## src/rtl/image_pixel_streamer.sv

```systemverilog
// Sequential reader for the image ROM: walks IMG_W x IMG_H words from BASE_ADDR
// in raster order and streams each pixel with its coordinates over valid/ready.
`timescale 1ns/1ps

module image_pixel_streamer #(
  parameter int          IMG_W     = 90,
  parameter int          IMG_H     = 90,
  parameter logic [31:0] BASE_ADDR = 32'd0
) (
  input  logic        clk,
  input  logic        rst_n,
  input  logic        start,
  input  logic        abort,
  output logic        busy,
  output logic        done,
  output logic [31:0] rom_addr,
  input  logic [31:0] rom_rd,
  output logic [31:0] pix_data,
  output logic [15:0] pix_x,
  output logic [15:0] pix_y,
  output logic        pix_eol,
  output logic        pix_last,
  output logic        pix_valid,
  input  logic        pix_ready
);

  typedef enum logic [1:0] {IDLE, RUN, DRAIN} state_t;

  localparam logic [13:0] LAST_IDX = 14'(IMG_W * IMG_H - 1);
  localparam logic [15:0] LAST_X   = 16'(IMG_W - 1);

  state_t      state, state_nxt;
  logic [13:0] idx;
  logic [15:0] x, y;
  logic        frame_start, load, xfer, kill;

  // abort outranks every other event once a frame is in flight.
  assign kill        = abort && (state != IDLE);
  assign frame_start = (state == IDLE) && start && !abort;
  assign load        = (state == RUN) && (!pix_valid || pix_ready) && !abort;
  assign xfer        = (state == DRAIN) && pix_valid && pix_ready && !abort;

  assign busy     = (state != IDLE);
  assign rom_addr = (state == RUN) ? BASE_ADDR + {18'd0, idx} : BASE_ADDR;

  // NOTE: sequential state uses non-blocking assignments so every register
  // samples pre-edge values regardless of statement order.
  always_ff @(posedge clk or negedge rst_n) begin
    if (!rst_n) state <= IDLE;
    else        state <= state_nxt;
  end

  // NOTE: the default assignment first keeps this purely combinational with no
  // inferred latch on paths that do not change state.
  always_comb begin
    state_nxt = state;
    case (state)
      IDLE:    if (frame_start) state_nxt = RUN;
      RUN:     if (abort) state_nxt = IDLE;
               else if (load && idx == LAST_IDX) state_nxt = DRAIN;
      DRAIN:   if (abort || xfer) state_nxt = IDLE;
      default: state_nxt = IDLE;
    endcase
  end

  always_ff @(posedge clk or negedge rst_n) begin
    if (!rst_n) begin
      idx       <= '0;
      x         <= '0;
      y         <= '0;
      done      <= 1'b0;
      pix_data  <= '0;
      pix_x     <= '0;
      pix_y     <= '0;
      pix_eol   <= 1'b0;
      pix_last  <= 1'b0;
      pix_valid <= 1'b0;
    end else begin
      done <= xfer;
      if (frame_start) begin
        idx <= '0;
        x   <= '0;
        y   <= '0;
      end
      if (kill) begin
        pix_valid <= 1'b0;
      end else if (load) begin
        pix_data  <= rom_rd;
        pix_x     <= x;
        pix_y     <= y;
        pix_eol   <= (x == LAST_X);
        pix_last  <= (idx == LAST_IDX);
        pix_valid <= 1'b1;
        idx       <= idx + 14'd1;
        if (x == LAST_X) begin
          x <= '0;
          y <= y + 16'd1;
        end else begin
          x <= x + 16'd1;
        end
      end else if (xfer) begin
        pix_valid <= 1'b0;
      end
    end
  end

endmodule

```

## config.mk

```make
export PLATFORM = sky130hd
export DESIGN_NAME = image_pixel_streamer
export DESIGN_NICKNAME = d
export VERILOG_FILES = /design/src/rtl/image_pixel_streamer.sv
export SDC_FILE = /design/constraint.sdc
export NUM_CORES = 1
export LEC_CHECK = 0
export BUFFER_PORTS_ARGS = -buffer_cell sky130_fd_sc_hd__buf_2
export CELL_PAD_IN_SITES_DETAIL_PLACEMENT = 0
export CELL_PAD_IN_SITES_GLOBAL_PLACEMENT = 2
export CORE_ASPECT_RATIO = 0.75
export CORE_MARGIN = 3
export CORE_UTILIZATION = 28
export CTS_CLUSTER_SIZE = 12
export DETAILED_ROUTE_END_ITERATION = 8
export GPL_ROUTABILITY_DRIVEN = 0
export MAX_ROUTING_LAYER = met4
export PLACE_DENSITY = 0.86
export RECOVER_POWER = 25
export SLEW_MARGIN = 20
export SYNTH_ARGS = -nofsm -noshare
export SYNTH_HDL_FRONTEND = slang
export SYNTH_SLANG_ARGS = --single-unit
export TNS_END_PERCENT = 20
```

## constraint.sdc

```tcl
create_clock -name clk -period 1.8 [get_ports clk]
set_clock_uncertainty 0.1 [all_clocks]
set_input_delay 0.27 -clock clk [delete_from_list [all_inputs] [get_ports clk]]
set_output_delay 0.27 -clock clk [all_outputs]
set_load 0.005 [all_outputs]
```

==> impl_results.md <==
- Flop2flop setup slack: -0.16 ns
- Total gr overflow: 0
- FFs w/ async S/R, synth: 100%
- Final Max Slew Viols: 0
- Crit. End Element: flop
- Cells after Synth: 594
- MaxCap Viol Count: 0
- Share of cells above drive strength 1: 31.7%
- Ys flop type: dfrtp_1
- Post-synthesis compound-gate area fraction: 8.69%
- VDD IR max: 0.000375 V
- Tmin final: 1.96 ns
- H-tree lvl count: 4
- Worst path arrival time: 2.20 ns
- Port Buffers: 119
- Outcome: finished with violations
- Vias in the first global route: 4,693
- Non-filler cells, final: 1,065
- Critical-path maximum fanout: 6
- Fin worst setup slack: -0.159 ns
- Initial antenna violation count: 0
- Syn_area_per_cell: 9.07 µm²
- Worst-Margin Slew: 0.658 ns
- Xor and xnor fraction of the mapped netlist area: 0.650%
- Hold EP: state[1]$_DFFE_PN0P_
- First-pass DRT Iterations: 7
- Reg clk slew, reported paths: 0.05 ns
- Reg2reg start: x[1]$_DFF_PN0_
- Post-synth EDFFs: 0
- First-pass GRT wire length: 24,600 µm
- DR WL/cell: 14.0 µm
- HP Start: abort
- Yosys cell types: 53
- Failing checks: negative setup slack
- Post-synthesis register bit count: 116
- CP required: 2.04 ns
- Top-area cell type share of the netlist area: 53.9%
- Max Freq: 511 MHz
- Ports: 138
- Worst Hold Class: primary input to flop
- Die X: 166 µm
- Hold depth: 3
- Core area: 18,700 µm²
- Pwr per Cell Area: 958 nW/µm²
- Most common cell after layout, fill and taps aside: nand2_1
- Synth area leader: dfrtp_1
- RSZ-0062 raised after global routing: yes
- R2R cell count: 7
- Area delta synth->final: 43.1%
- Commonest non-fill, non-tap cells in the layout: nand2_1 (220), buf_2 (119), dfrtp_1 (116)
- Setup tns final: -2.47 ns
- Final nets: 846
- Adder-Cell Fraction of Synth Area: 0.929%
- Root Driver: clkbuf_16
- Height of the die: 126 µm
- Clk_lat worst skew: 0.42 ns
- Final setup vio count: 37
- Sink Count: 116
- Cell Area, Synth: 5390 µm²
- Clock tree from TritonCTS: yes
- Inst Count DP: 993
- Ys Warns: 0
- Fin. Hold Viols: 0
- Post-synthesis sequential area ratio: 53.9%
- Mux contribution to synthesized area: 1.67%
- Initial core utilization: 28.9%
- Rows: 43
- Hold_ws: 0.135 ns
- WS Path Type: flop to flop
- Vias/cell: 4.53
- Largest family of logic cells by synthesized area: simple AND/OR/NAND/NOR gates
- Routed WL: 14,900 µm
- DRC: 0
- Pwr Total: 7380 µW
- Ant diodes: 0
- Crit start category: flop
- Via count of the routed design: 4,826
- Dominant cells by area after synthesis: dfrtp_1 (54%), nand2_1 (15%), buf_4 (2.8%)
- Bufs on Longest Clock Path: 2
- Antenna-violating nets left: 0
- Simple-Gate Fraction of Synth Area: 28.2%
- Pin count of the biggest net entering global routing: 51
- Relative slew slack: 56.2%
- TritonCTS Buffers: 17
- Post-DP HPWL: 10,200 µm
- Total track usage: 14.9%
- Worst r2r dst: y[10]$_DFF_PN0_
- Die ar.: 21,000 µm²
- Fin crit share: 109%
- Leakage power: 0.00409 µW
- DRT iter0 DRCs: 249
-- worst max-delay path by stage --
stage	start	endpoint	cells past startpoint
2_1_floorplan	x[1]$_DFF_PN0_	y[10]$_DFF_PN0_	7
3_3_place_gp	x[13]$_DFF_PN0_	y[11]$_DFF_PN0_	6
3_5_place_dp	idx[6]$_DFF_PN0_	state[1]$_DFFE_PN0P_	5
4_1_cts	x[1]$_DFF_PN0_	y[10]$_DFF_PN0_	7
5_1_grt	x[1]$_DFF_PN0_	y[10]$_DFF_PN0_	7
6_report	x[1]$_DFF_PN0_	y[10]$_DFF_PN0_	7
-- where the power goes --
part / switching [µW] / internal (µW)
combinational: 561 / 503
sequential: 152 / 2880
clock: 1190 / 2090
-- flip-flops by register name (all words and copies together), names as in the netlist --
register / count
done: 1
idx: 14
pix_data: 32
pix_eol: 1
pix_last: 1
pix_valid: 1
pix_x: 16
pix_y: 16
state: 2
x: 16
y: 16
-- cell usage after synthesis (2+ instances only) --
master / count
a21o_1: 7
a21oi_1: 12
a31oi_1: 10
a41oi_1: 2
and2_1: 16
and3_1: 12
and4_1: 3
buf_2: 14
buf_4: 20
buf_6: 2
clkbuf_1: 12
dfrtp_1: 116
ha_1: 4
inv_1: 7
mux2i_1: 9
nand2_1: 221
nand2b_1: 2
nand3_1: 13
nand4_1: 8
nor2_1: 16
nor3_1: 7
nor3b_1: 5
nor4_1: 2
o211ai_1: 4
o21a_1: 4
o21ai_0: 27
o31ai_1: 4
or3_1: 8
xnor2_1: 2
xor2_1: 2
-- routing by layer --
metal | part of all wire (%) | wire (µm) | vias to the layer above | global-route usage [%]
met5 | 0 | 0 | - | -
met4 | 0.89 | 133 | 0 | 3.81
met3 | 5.5 | 829 | 15 | 4.24
met2 | 42 | 6210 | 152 | 20.5
met1 | 52 | 7780 | 2275 | 21.6
li1 | - | - | 2384 | -
-- cell families (layout without fill, tap and decap cells) --
family                   Yosys count  in the layout
AND/OR/NAND/NOR                  328            329
flip-flops                       116            116
AO/OA/AOI/OAI                     76             76
buffers and inverters             56            262
multiplexers                       9              9
adder cells (fa/ha/maj)            4              4
XOR/XNOR                           4              4
other                              1             18
-- cell type report --
class | count | area (µm²)
fillers | 1857 | 11000
multi-input cells | 440 | 2400
clock inverters | 10 | 106
flip-flops and latches | 116 | 2900
inverters | 7 | 30.0
repair buffers | 223 | 1490
clock buffers | 22 | 464
well taps | 247 | 309
-- critical path, cell delays in order, from the launching register on --
cell and delay [ns]:
dfrtp_1 0.38, inv_2 0.09, ha_4 0.11, nor3b_2 0.14, and4_4 0.30, nand4_4 0.11
or4_4 0.53, a21oi_2 0.12
-- timing repair --
item	4_1_cts	5_1_grt
hold endpoints to repair	53	0
hold buffers	33	0
buffers inserted	4	1
pin swaps	17	7
resized for setup	24	20
setup endpoints to repair	40	46
gates cloned	2	0
-- per-stage QoR --
stage | setup slack (ns) | util [%] | cell area (µm²)
6_report | -0.159 | 41.3 | 7710
5_1_grt | -0.246 | 41.3 | 7710
4_1_cts | -0.134 | 41.0 | 7650
3_5_place_dp | -0.145 | 35.3 | 6590
3_3_place_gp | -0.137 | 35.3 | 6590
2_1_floorplan | -0.0916 | - | 5460
No activity file was read; power rests on OpenSTA's default activity.
